===== config.mk =====
export PLATFORM = sky130hd
export DESIGN_NAME = axilite_mmio_bridge
export DESIGN_NICKNAME = d
export VERILOG_FILES = /design/src/rtl/axilite_mmio_bridge_pkg.sv /design/src/rtl/axilite_mmio_bridge_timer.sv /design/src/rtl/axilite_mmio_bridge.sv
export SDC_FILE = /design/constraint.sdc
export NUM_CORES = 1
export LEC_CHECK = 0
export CAP_MARGIN = 20
export CORE_ASPECT_RATIO = 0.8
export CORE_MARGIN = 3
export CORE_UTILIZATION = 38
export DETAILED_ROUTE_END_ITERATION = 7
export MAX_ROUTING_LAYER = met4
export PLACE_DENSITY = 0.74
export SETUP_SLACK_MARGIN = 0.2
export SLEW_MARGIN = 30
export SYNTH_ARGS = -nofsm -noshare
export SYNTH_HDL_FRONTEND = slang
export SYNTH_SLANG_ARGS = --single-unit

===== constraint.sdc =====
create_clock -name clk -period 1.8 [get_ports clk]
set_input_delay 0.45 -clock clk [delete_from_list [all_inputs] [get_ports clk]]
set_output_delay 0.45 -clock clk [all_outputs]
set_load 0.02 [all_outputs]

===== src/rtl/axilite_mmio_bridge_pkg.sv =====
// Shared types and constants for the local-MMIO to AXI4-Lite bridge.
package axilite_mmio_bridge_pkg;

   typedef enum logic [2:0] {
      ST_IDLE,
      ST_WR_REQ,
      ST_WR_RESP,
      ST_RD_REQ,
      ST_RD_DATA
   } state_e;

   localparam logic [1:0] RESP_OKAY   = 2'b00;
   localparam logic [1:0] RESP_SLVERR = 2'b10;
   localparam logic [1:0] RESP_DECERR = 2'b11;

   // Wide enough for the largest legal DATA_W; users slice it down.
   localparam logic [63:0] TIMEOUT_RDATA = '1;

endpackage


===== src/rtl/axilite_mmio_bridge_timer.sv =====
// Clearable saturating cycle counter; expired pulses on the TIMEOUT_CYC-th enabled cycle.
module axilite_mmio_bridge_timer #(
   parameter int unsigned TIMEOUT_CYC = 1024
) (
   input  logic clk,
   input  logic rst_n,
   input  logic clr,
   input  logic en,
   output logic expired
);

   localparam int CW = $clog2(TIMEOUT_CYC + 1);

   logic [CW-1:0] cnt;
   logic [CW-1:0] cnt_eff;

   // clr marks the first cycle of a state, which counts as cycle zero.
   assign cnt_eff = clr ? '0 : cnt;
   assign expired = en && (cnt_eff == CW'(TIMEOUT_CYC - 1));

   always_ff @(posedge clk or negedge rst_n) begin
      if (!rst_n)
         cnt <= '0;
      else if (en)
         cnt <= (cnt_eff == CW'(TIMEOUT_CYC)) ? cnt_eff : cnt_eff + 1'b1;
   end

endmodule


===== src/rtl/axilite_mmio_bridge.sv =====
// Single-outstanding local-MMIO to AXI4-Lite master bridge.
// Optional transaction timeout enabled by defining AXILITE_MMIO_BRIDGE_TIMEOUT_EN.
module axilite_mmio_bridge
   import axilite_mmio_bridge_pkg::*;
#(
   parameter int unsigned ADDR_W      = 32,
   parameter int unsigned DATA_W      = 32,
   parameter int unsigned TIMEOUT_CYC = 1024
) (
   input  logic                  clk,
   input  logic                  rst_n,
   input  logic                  lcl_wr,
   input  logic                  lcl_rd,
   input  logic [ADDR_W-1:0]     lcl_addr,
   input  logic [DATA_W-1:0]     lcl_wdata,
   input  logic [DATA_W/8-1:0]   lcl_wstrb,
   output logic                  lcl_busy,
   output logic                  lcl_drop,
   output logic                  lcl_ack,
   output logic                  lcl_dv,
   output logic [DATA_W-1:0]     lcl_rdata,
   output logic [1:0]            lcl_resp,
   output logic                  lcl_timeout,
   output logic                  m_axi_awvalid,
   input  logic                  m_axi_awready,
   output logic [ADDR_W-1:0]     m_axi_awaddr,
   output logic [2:0]            m_axi_awprot,
   output logic                  m_axi_wvalid,
   input  logic                  m_axi_wready,
   output logic [DATA_W-1:0]     m_axi_wdata,
   output logic [DATA_W/8-1:0]   m_axi_wstrb,
   input  logic                  m_axi_bvalid,
   output logic                  m_axi_bready,
   input  logic [1:0]            m_axi_bresp,
   output logic                  m_axi_arvalid,
   input  logic                  m_axi_arready,
   output logic [ADDR_W-1:0]     m_axi_araddr,
   output logic [2:0]            m_axi_arprot,
   input  logic                  m_axi_rvalid,
   output logic                  m_axi_rready,
   input  logic [DATA_W-1:0]     m_axi_rdata,
   input  logic [1:0]            m_axi_rresp
);

   if (TIMEOUT_CYC < 2 || (DATA_W != 32 && DATA_W != 64)) begin : g_bad_param
      $error("axilite_mmio_bridge: illegal DATA_W or TIMEOUT_CYC");
   end

   state_e              state;
   logic                cmp_wr, cmp_rd;
   logic [1:0]          cmp_resp;
   logic [DATA_W-1:0]   cmp_rdata;

   assign lcl_busy     = (state != ST_IDLE);
   assign m_axi_awprot = 3'b000;
   assign m_axi_arprot = 3'b000;

`ifdef AXILITE_MMIO_BRIDGE_TIMEOUT_EN
   state_e state_q;
   logic   cmp_to;
   logic   tmo;

   always_ff @(posedge clk or negedge rst_n) begin
      if (!rst_n) state_q <= ST_IDLE;
      else        state_q <= state;
   end

   axilite_mmio_bridge_timer #(.TIMEOUT_CYC(TIMEOUT_CYC)) u_timer (
      .clk     (clk),
      .rst_n   (rst_n),
      .clr     (state != state_q),
      .en      (lcl_busy),
      .expired (tmo)
   );
`else
   assign lcl_timeout = 1'b0;
`endif

   // Completion is staged through cmp_* so ack/dv land one cycle after IDLE is re-entered.
   always_ff @(posedge clk or negedge rst_n) begin
      if (!rst_n) begin
         state         <= ST_IDLE;
         m_axi_awvalid <= 1'b0;
         m_axi_wvalid  <= 1'b0;
         m_axi_bready  <= 1'b0;
         m_axi_arvalid <= 1'b0;
         m_axi_rready  <= 1'b0;
         m_axi_awaddr  <= '0;
         m_axi_wdata   <= '0;
         m_axi_wstrb   <= '0;
         m_axi_araddr  <= '0;
         lcl_drop      <= 1'b0;
         lcl_ack       <= 1'b0;
         lcl_dv        <= 1'b0;
         lcl_rdata     <= '0;
         lcl_resp      <= RESP_OKAY;
         cmp_wr        <= 1'b0;
         cmp_rd        <= 1'b0;
         cmp_resp      <= RESP_OKAY;
         cmp_rdata     <= '0;
`ifdef AXILITE_MMIO_BRIDGE_TIMEOUT_EN
         cmp_to        <= 1'b0;
         lcl_timeout   <= 1'b0;
`endif
      end else begin
         lcl_ack  <= cmp_wr;
         lcl_dv   <= cmp_rd;
         if (cmp_wr || cmp_rd) lcl_resp  <= cmp_resp;
         if (cmp_rd)           lcl_rdata <= cmp_rdata;
         cmp_wr   <= 1'b0;
         cmp_rd   <= 1'b0;
         lcl_drop <= lcl_busy && (lcl_wr || lcl_rd);
`ifdef AXILITE_MMIO_BRIDGE_TIMEOUT_EN
         lcl_timeout <= cmp_to;
         cmp_to      <= 1'b0;
         if (tmo) begin
            m_axi_awvalid <= 1'b0;
            m_axi_wvalid  <= 1'b0;
            m_axi_bready  <= 1'b0;
            m_axi_arvalid <= 1'b0;
            m_axi_rready  <= 1'b0;
            state         <= ST_IDLE;
            cmp_to        <= 1'b1;
            cmp_resp      <= RESP_DECERR;
            cmp_rdata     <= TIMEOUT_RDATA[DATA_W-1:0];
            cmp_wr        <= (state == ST_WR_REQ) || (state == ST_WR_RESP);
            cmp_rd        <= (state == ST_RD_REQ) || (state == ST_RD_DATA);
         end else
`endif
         unique case (state)
            ST_IDLE: begin
               if (lcl_wr) begin
                  state         <= ST_WR_REQ;
                  m_axi_awvalid <= 1'b1;
                  m_axi_wvalid  <= 1'b1;
                  m_axi_awaddr  <= lcl_addr;
                  m_axi_wdata   <= lcl_wdata;
                  m_axi_wstrb   <= lcl_wstrb;
                  lcl_drop      <= lcl_rd;
               end else if (lcl_rd) begin
                  state         <= ST_RD_REQ;
                  m_axi_arvalid <= 1'b1;
                  m_axi_araddr  <= lcl_addr;
               end
            end
            ST_WR_REQ: begin
               if (m_axi_awvalid && m_axi_awready) m_axi_awvalid <= 1'b0;
               if (m_axi_wvalid && m_axi_wready)   m_axi_wvalid  <= 1'b0;
               if ((!m_axi_awvalid || m_axi_awready) && (!m_axi_wvalid || m_axi_wready)) begin
                  state        <= ST_WR_RESP;
                  m_axi_bready <= 1'b1;
               end
            end
            ST_WR_RESP: begin
               if (m_axi_bvalid) begin
                  m_axi_bready <= 1'b0;
                  state        <= ST_IDLE;
                  cmp_wr       <= 1'b1;
                  cmp_resp     <= m_axi_bresp;
               end
            end
            ST_RD_REQ: begin
               if (m_axi_arready) begin
                  m_axi_arvalid <= 1'b0;
                  m_axi_rready  <= 1'b1;
                  state         <= ST_RD_DATA;
               end
            end
            ST_RD_DATA: begin
               if (m_axi_rvalid) begin
                  m_axi_rready <= 1'b0;
                  state        <= ST_IDLE;
                  cmp_rd       <= 1'b1;
                  cmp_resp     <= m_axi_rresp;
                  cmp_rdata    <= m_axi_rdata;
               end
            end
            default: state <= ST_IDLE;
         endcase
      end
   end

endmodule


==> results of run 1 <==
==> where the power goes <==
part / switching, mW / internal (mW) / total (mW)
Clock: 1.75 / 1.85 / 3.61
Combinational: 4.23 / 4.39 / 8.62
Sequential: 1.05 / 5.88 / 6.93
Total: 7.04 / 12.1 / 19.2
==> layout by cell type (no fill, tap or decap), types with 2 or more instances in the layout <==
cell	count
clkdlybuf4s50_1	111
nand2_1	99
mux2_4	62
buf_16	3
buf_6	6
buf_4	27
clkbuf_2	61
clkinv_4	4
o2bb2ai_1	2
buf_8	5
a31oi_1	2
nor2_1	5
dfrtp_1	181
clkinv_8	4
inv_6	5
dlygate4sd2_1	3
clkbuf_16	20
o22ai_1	2
a21oi_1	4
nand2b_1	2
o21ai_0	3
clkdlybuf4s15_2	18
nor3_1	4
nand3b_1	2
buf_12	10
nand4bb_1	2
conb_1	7
clkdlybuf4s15_1	60
mux2_2	72
inv_1	5
==> area by class of cell <==
| cell class | count | area [sq um] | area share |
|---|---|---|---|
| clock buffers | 17 | 425 | 0.0394 |
| clock inverters | 15 | 163 | 0.0151 |
| inverters | 6 | 25.0 | 0.00232 |
| multi-input cells | 280 | 2420 | 0.224 |
| flip-flops and latches | 181 | 4530 | 0.419 |
| well taps | 225 | 282 | 0.0261 |
| repair buffers | 308 | 2960 | 0.274 |
==> repair_timing <==
action / in CTS / in global routing
setup endpoints to repair: 211 / 187
hold buffers: 1 / 0
buffers inserted: 6 / 4
pin swaps: 1 / 1
hold endpoints to repair: 34 / 0
gates resized for setup: 295 / 134
cloned: 3 / 4
==> metal layers <==
layer	share of wire	global-route usage
met4	0.013	0.0536
met1	0.42	0.230
met3	0.058	0.0427
met5	0	-
met2	0.51	0.314
==> cell families after synthesis <==
family / share of synthesized area
other: 0.000537
AOI/OAI and AO/OA: 0.0190
buffers and inverters: 0.0335
DFF: 0.648
and+or+nand+nor: 0.0706
muxes: 0.227
adders and majority gates: 0.00143
==> registers in the layout, summed over array words and instances (netlist names), 2 cells and up <==
signal        count
cmp_rdata        32
cmp_resp          2
lcl_rdata        32
lcl_resp          2
m_axi_araddr     32
m_axi_awaddr     32
m_axi_wdata      32
m_axi_wstrb       4
state             3
==> synth_stat cells (2+ instances only) <==
master	count
nand3b_1	2
buf_2	7
mux2_2	114
nor2_1	5
o22ai_1	2
inv_1	5
nand2_1	100
buf_8	2
clkbuf_1	9
nand2b_1	2
o21ai_0	3
a21oi_1	4
mux2_4	20
o2bb2ai_1	2
a31oi_1	2
dfrtp_1	181
nor3_1	4
buf_4	12
nand4bb_1	2
buf_6	2
==> worst paths after layout <==
path                       startpoint              end
setup / recovery             state[1]  m_axi_wdata[12]
hold / removal                 cmp_wr          lcl_ack
setup reg to reg             state[1]  m_axi_wdata[12]
hold reg to reg                cmp_wr          lcl_ack
max in group asynchronous       rst_n    lcl_rdata[26]
min in group asynchronous       rst_n     lcl_rdata[6]
==> stage by stage <==
step	setup WS, ns	hold slack, ns	util	total power, mW	TNS (ns)
final	0.0589	0.385	0.610	19.2	0
after global routing	-0.00573	0.399	0.610	20.2	-0.0109
after CTS	0.0397	0.384	0.610	19.0	0
after detailed placement	-0.210	0.369	0.564	15.6	-14.45
after global placement	-0.168	0.357	0.564	15.4	-12.01
after floorplan	0.206	0.154	-	11.3	0
==> qor.txt, run 1 <==
WL per Instance: 18.4 microns
Area of placed instances: 9980 sq um
Slew Viols, Final: 0
Most frequent CP cell: buf_12
Maximum vdd drop: 805 uV
Root buffer cell: clkbuf_16
Post-Syn Area: 6990 sq um
Synth top area share: 0.648
Worst path max stage delay: 0.40 ns
Pre-antenna DRT Iters: 4
Worst-margin pin slew: 0.481 ns
Hold Crit Class: register to register
Area leader, netlist: dfrtp_1
WP data arrival: 2.05 ns
Slew HR: 0.671
DRC: 0
Post-route clock period utilization: 0.967
Final Net Count: 907
First-pass GRT wire length: 28.6 mm
Critical path, cell by cell: nor3_2 > buf_4 > and2_4 > buf_12 > buf_12 > clkbuf_16 > mux2_4
Core area: 17700 sq um
Filler Cells Inserted: 1344
Gpl congestion: 0.898
Post-DP HPWL: 13.6 mm
Clk slew on worst S/H paths: 0.07 ns
Peak Freq: 574 MHz
Largest net degree at the start of global routing: 42
DR vias/cell: 4.80
Number of distinct library cells after synthesis: 33
Drt first-iter violations: 173
Clock Skew: 0.0127 ns
Family with the most delay on the worst path: buffers and inverters
Die Span X: 158 microns
Htree depth: 4
Full die area: 20100 sq um
Placed instance count: 982
Num CTS Buffers: 17
I/O Pins: 263
Ys async rst share: 1.00
Unrepaired setup endpoints after global routing: true
Status: completed
Clock tree buffer depth: 2
Fin crit period: 1.74 ns
Port bufs: 255
Routed Antenna Nets: 0
PD cells: 1770 nW/um^2
P_leak: 5.15 nW
Final setup fails: 0
EDFF count, synth: 0
Ratio of cells with drive above 1 in the final layout: 0.375
Buf+Inv Stages, Crit Path: 4
Crit Path Class: register to register
Slowest cell on crit path: dfrtp_1
Post-Syn Instances: 493
Antenna Cells: 0
Die Y-Extent: 127 microns
Maxcap violations: 0
Worst path depth: 7
Total Routing Usage GR: 0.188
Final Instance Area: 10800 sq um
Skew-Pair Late Insertion Delay: 0.42 ns
Area Growth Syn to Fin: 54.7%
Worst setup SP type: register
Final wirelength: 19.0 mm
Grt ovf: 0
TritonCTS clock tree: built
Sink Count: 181
Post-route insts no fill: 1032
Critical path endpoint category: register
Setup slack, reg-to-reg: 0.06 ns
Post-synthesis sequential area ratio: 0.648
Mapped Avg Cell Area: 14.2 sq um
Worst Path Required: 2.11 ns
Seq cells post-synth: 181
Synth Flop Type: dfrtp_1
Cells on Worst Hold Path: 0
FF-to-FF path depth: 7
DR vias: 4952
Initial Util: 0.395
Initial antenna violation count: 0
Crit Path Max Fanout: 7
Top cells by area, synth: dfrtp_1, mux2_2, nand2_1, mux2_4, buf_4
Hold Fails Final Rpt: 0
Vias in the first global route: 5313
# rows: 43
Yosys warns: 0
Power figures use the tool's default switching activity.
==> run 2: changes to the inputs <==
- ABC_CLOCK_PERIOD_IN_PS: default -> 1800
- MAX_ROUTING_LAYER: met4 -> default
==> qor.txt, run 2 (synthesis gave the netlist of run 1 again) <==
Routed Antenna Nets: 0 (unchanged)
Setup slack, reg-to-reg: 0.04 ns (was 0.06 ns)
WP data arrival: 2.06 ns (was 2.05 ns)
Antenna Cells: 0 (unchanged)
Commonest non-fill, non-tap cell in the layout: dfrtp_1 (unchanged)
Metal-1 WL: 8.21 mm (was 8.04 mm)
Final Instance Area: 10900 sq um (was 10800 sq um)
Crit Path Max Fanout: 7 (unchanged)
Maximum vdd drop: 793 uV (was 805 uV)
Clock tree buffer depth: 2 (unchanged)
Metal3 WL: 1.17 mm (was 1.10 mm)
Status: completed (unchanged)
RR Endpoint: m_axi_wdata[12] (unchanged)
Clock Skew: 0.0190 ns (was 0.0127 ns)
Ratio of cells with drive above 1 in the final layout: 0.394 (was 0.375)
Peak Freq: 570 MHz (was 574 MHz)
Area of placed instances: 9980 sq um (unchanged)
Total Routing Usage GR: 0.183 (was 0.188)
Fin crit period: 1.76 ns (was 1.74 ns)
Highest routed metal layer: met4 (unchanged)
Power consumption: 19.4 mW (was 19.2 mW)
WL per Instance: 18.7 microns (was 18.4 microns)
DR vias/cell: 4.82 (was 4.80)
Final wirelength: 19.3 mm (was 19.0 mm)
Sink Count: 181 (unchanged)
Largest net degree at the start of global routing: 42 (unchanged)
Root buffer cell: clkbuf_16 (unchanged)
I/O Pins: 263 (unchanged)
Full die area: 20100 sq um (unchanged)
DRC: 0 (unchanged)
Grt ovf: 0 (unchanged)
Die Y-Extent: 127 microns (unchanged)
Reg-to-reg startpoint: state[1] (unchanged)
Worst-margin pin slew: 0.491 ns (was 0.481 ns)
Port bufs: 255 (unchanged)
Clk slew on worst S/H paths: 0.07 ns (about the same)
Final Net Count: 907 (unchanged)
Family with the most delay on the worst path: buffers and inverters (unchanged)
Area Growth Syn to Fin: 55.4% (was 54.7%)
Crit Path Class: register to register (unchanged)
Worst hold endpoint: lcl_ack (unchanged)
Num CTS Buffers: 17 (unchanged)
Met2 Wirelength: 9.72 mm (was 9.61 mm)
Slew HR: 0.665 (was 0.671)
Reg area: 4530 sq um (unchanged)
Pre-antenna DRT Iters: 4 (unchanged)
Critical path endpoint category: register (unchanged)
FF-to-FF path depth: 7 (unchanged)
Vias in the first global route: 5311 (was 5313)
Post-route clock period utilization: 0.975 (was 0.967)
Htree depth: 4 (unchanged)
Maxcap violations: 0 (unchanged)
First-pass GRT wire length: 28.7 mm (was 28.6 mm)
Most frequent CP cell: buf_12 (unchanged)
Hold Crit Class: register to register (unchanged)
Filler Cells Inserted: 1343 (was 1344)
Worst path max stage delay: 0.40 ns (about the same)
Core area: 17700 sq um (unchanged)
TritonCTS clock tree: built (unchanged)
DR vias: 4976 (was 4952)
Post-DP HPWL: 13.6 mm (unchanged)
Gpl congestion: 0.883 (was 0.898)
Buf+Inv Stages, Crit Path: 4 (unchanged)
P_leak: 5.30 nW (was 5.15 nW)
Most frequent cells in the layout: dfrtp_1, clkdlybuf4s50_1, nand2_1 (unchanged)
Unrepaired setup endpoints after global routing: true (unchanged)
Skew-Pair Late Insertion Delay: 0.43 ns (was 0.42 ns)
Area of the multi-input gates: 2540 sq um (was 2420 sq um)
Cells on Worst Hold Path: 0 (unchanged)
PD cells: 1790 nW/um^2 (was 1770 nW/um^2)
Final setup fails: 0 (unchanged)
Slowest cell on crit path: dfrtp_1 (unchanged)
Min-delay src: cmp_wr (unchanged)
Slew Viols, Final: 0 (unchanged)
Worst Path Required: 2.11 ns (about the same)
Critical path, cell by cell: nor3_2 > buf_4 > and2_4 > buf_12 > buf_12 > clkbuf_16 > mux2_4 (unchanged)
Worst setup SP type: register (unchanged)
Initial antenna violation count: 0 (unchanged)
# rows: 43 (unchanged)
Die Span X: 158 microns (unchanged)
Drt first-iter violations: 174 (was 173)
Initial Util: 0.395 (unchanged)
Hold Fails Final Rpt: 0 (unchanged)
-- run 2: how the worst max path moves through the flow --
stage,from,end,cells after the start
floorplan,state[2],m_axi_wdata[0],7
CTS,state[2],lcl_busy,3
finish,state[1],m_axi_wdata[12],7
detailed placement,lcl_wr,m_axi_wdata[19],4
global placement,lcl_wr,m_axi_wdata[22],4
global route,state[1],m_axi_wdata[19],7
-- run 2: timing repair --
item                                    4_1_cts  5_1_grt
cloned                                        3        4
pin swaps                                     1        1
buffers inserted                              6        4
resized for setup                           295      186
hold buffers                                  1        0
endpoints found under the setup margin      211      198
hold endpoints to repair                     34        0
-- run 2: area by class of cell --
| cell class | count | share of cell area |
|---|---|---|
| well taps | 225 | 0.0259 |
| multi-input cells | 280 | 0.234 |
| repair buffers | 308 | 0.266 |
| flip-flops and latches | 181 | 0.417 |
| clock buffers | 17 | 0.0392 |
| inverters | 6 | 0.00231 |
| clock inverters | 15 | 0.0150 |
-- run 2: through the flow --
| stage | setup TNS, ns | cells | util | worst slack [ns] | hold slack (ns) |
|---|---|---|---|---|---|
| 6_report | 0 | 1032 | 0.613 | 0.0448 | 0.404 |
| 5_1_grt | -0.0228 | 1032 | 0.613 | -0.00808 | 0.402 |
| 4_1_cts | 0 | 1024 | 0.610 | 0.0397 | 0.384 |
| 3_5_place_dp | -14.45 | 982 | 0.564 | -0.210 | 0.369 |
| 3_3_place_gp | -12.01 | 982 | 0.564 | -0.168 | 0.357 |
| 2_1_floorplan | 0 | 499 | - | 0.206 | 0.154 |
-- run 2: power breakdown --
part,internal [mW],switching (mW),total [mW]
Clock,1.85,1.76,3.61
Combinational,4.53,4.29,8.83
Sequential,5.88,1.08,6.97
Total,12.3,7.13,19.4
-- run 2: layer usage --
layer	up-vias	GRT usage
li1	2274	-
met1	2508	0.228
met2	179	0.315
met3	15	0.0477
met4	0	0.0520
met5	-	0
==> run 3: changes to the inputs <==
- ABC_CLOCK_PERIOD_IN_PS: 1800 -> 2000
- clock period: 1.8 -> 2 ns (I/O delays scaled with it)
==> qor.txt, run 3 (synthesis gave the netlist of run 1 again) <==
Clock Skew: 0.0103 ns (was 0.0190 ns)
Worst setup SP type: register (unchanged)
Filler Cells Inserted: 1452 (was 1343)
Hold Crit Class: input port to async pin (was register to register)
Post-DP HPWL: 13.8 mm (was 13.6 mm)
Full die area: 20100 sq um (unchanged)
Sw frac: 0.366 (was 0.368)
Grt ovf: 0 (unchanged)
Initial Util: 0.395 (unchanged)
Post-CTS setup buffer count: 0 (was 6)
Reg-to-reg startpoint: state[2] (was state[1])
Ratio of cells with drive above 1 in the final layout: 0.261 (was 0.394)
Maximum vdd drop: 653 uV (was 793 uV)
Peak Freq: 569 MHz
Area Growth Syn to Fin: 48.5% (was 55.4%)
Routed Antenna Nets: 0 (unchanged)
Final setup fails: 0 (unchanged)
Slew Viols, Final: 0 (unchanged)
Fin crit period: 1.76 ns
Vias in the first global route: 5130 (was 5311)
Final wirelength: 18.0 mm (was 19.3 mm)
Root buffer cell: clkbuf_16 (unchanged)
RR Endpoint: m_axi_wdata[19] (was m_axi_wdata[12])
P_int: 10.3 mW (was 12.3 mW)
NetSw: 5.97 mW (was 7.13 mW)
DRC: 0 (unchanged)
Crit Path Max Fanout: 2 (was 7)
Final Net Count: 888 (was 907)
Hold Fails Final Rpt: 0 (unchanged)
Status: completed (unchanged)
Critical path endpoint category: primary output (was register)
Post-route clock period utilization: 0.878
Most frequent cells in the layout: dfrtp_1, dlygate4sd2_1, mux2_2 (was dfrtp_1, clkdlybuf4s50_1, nand2_1)
FF-to-FF path depth: 5 (was 7)
WL per Instance: 17.8 microns (was 18.7 microns)
Setup TNS Final: 0 ns (unchanged)
Total Routing Usage GR: 0.181 (was 0.183)
Die Span X: 158 microns (unchanged)
Htree depth: 4 (unchanged)
Maxcap violations: 0 (unchanged)
Fin util: 0.586 (was 0.613)
Worst-margin pin slew: 0.640 ns (was 0.491 ns)
Gpl congestion: 0.868 (was 0.883)
Sink Count: 181 (unchanged)
Clock network fraction of total power: 0.204 (was 0.186)
Final Instance Area: 10400 sq um (was 10900 sq um)
DR vias: 4856 (was 4976)
First-pass GRT wire length: 28.1 mm (was 28.7 mm)
PD cells: 1570 nW/um^2 (was 1790 nW/um^2)
P_leak: 5.04 nW (was 5.30 nW)
Port bufs: 255 (unchanged)
# rows: 43 (unchanged)
Largest net degree at the start of global routing: 52 (was 42)
WHS: 0.0113 ns (was 0.404 ns)
Crit Path Class: register to primary output (was register to register)
I/O Pins: 263 (unchanged)
Core area: 17700 sq um (unchanged)
Reg power frac: 0.377 (was 0.359)
Num CTS Buffers: 17 (unchanged)
Cts hold-fix bufs: 0 (was 1)
Clk slew on worst S/H paths: 0.07 ns (about the same)
Slew HR: 0.562 (was 0.665)
Logic pwr share: 0.419 (was 0.455)
Die Y-Extent: 127 microns (unchanged)
Drt first-iter violations: 187 (was 174)
Initial antenna violation count: 0 (unchanged)
Skew-Pair Late Insertion Delay: 0.43 ns (about the same)
Area of placed instances: 9960 sq um (was 9980 sq um)
WP data arrival: 1.26 ns (was 2.06 ns)
Setup slack, reg-to-reg: 0.30 ns (was 0.04 ns)
Pre-antenna DRT Iters: 4 (unchanged)
Antenna Cells: 0 (unchanged)
Clock tree buffer depth: 2 (unchanged)
Commonest non-fill, non-tap cell in the layout: dfrtp_1 (unchanged)
TritonCTS clock tree: built (unchanged)
Power consumption: 16.3 mW (was 19.4 mW)
Worst Path Required: 1.50 ns (was 2.11 ns)
Unrepaired setup endpoints after global routing: true (unchanged)
DR vias/cell: 4.79 (was 4.82)
-- run 3: cell count changes in the layout (fill, tap and decap cells not counted), sizes merged --
cell	delta
bufinv	+1
inv	+2
dlygate4sd3	-1
buf	-16
clkdlybuf4s15	-64
dlygate4sd2	+141
clkinvlp	+2
clkbuf	-78
clkinv	-6
-- run 3: cell type report --
cell class	count	area (sq um)	area share
Clock buffer	18	439	0.0423
Clock inverter	14	155	0.0150
Inverter	6	22.5	0.00217
Multi-Input combinational cell	280	2250	0.217
Sequential cell	181	4530	0.437
Tap cell	225	282	0.0271
Timing Repair Buffer	289	2700	0.260
-- run 3: worst max path at each step --
| stage | start | end | slack [ns] | cells after the start |
|---|---|---|---|---|
| floorplan | state[2] | m_axi_wdata[0] | 0.41 | 7 |
| global placement | lcl_wr | m_axi_wdata[18] | -0.02 | 4 |
| detailed placement | lcl_wr | m_axi_wdata[19] | -0.08 | 4 |
| CTS | state[1] | lcl_busy | 0.06 | 3 |
| global route | state[2] | lcl_busy | 0.18 | 3 |
| finish | state[2] | lcl_busy | 0.24 | 3 |
-- run 3: through the flow --
step	worst slack, ns	std cells
6_report	0.244	1013
3_5_place_dp	-0.0805	981
3_3_place_gp	-0.0175	981
4_1_cts	0.0630	1013
2_1_floorplan	0.406	499
5_1_grt	0.181	1013
-- run 3: critical path, stage by stage (launching register included) --
cell and delay [ns]:
dfrtp_1 0.39, nor3_2 0.21, inv_1 0.10, buf_6 0.14
-- run 3: metal layers --
layer  global-route usage  routed length (microns)  vias to the layer above
li1                     -                        -                     2232
met1                0.213                     7180                     2444
met2                0.318                     9370                      162
met3               0.0593                     1180                       18
met4               0.0495                      287                        0
met5                    0                        0                        -
-- run 3: what timing repair did --
item                                   CTS  global route
setup endpoints to repair              143             1
pin swaps                                0             1
gates resized for setup                145             5
endpoints found under the hold margin    0             0
-- run 3: power by group through the flow --
| stage | Sequential [mW] | Clock [mW] | Combinational [mW] |
|---|---|---|---|
| after floorplan | 7.74 | 0 | 2.42 |
| after global placement | 6.18 | 0 | 7.65 |
| after detailed placement | 6.29 | 0 | 7.84 |
| after CTS | 6.18 | 3.42 | 6.92 |
| after global routing | 6.36 | 3.58 | 7.25 |
| final | 6.15 | 3.31 | 6.82 |
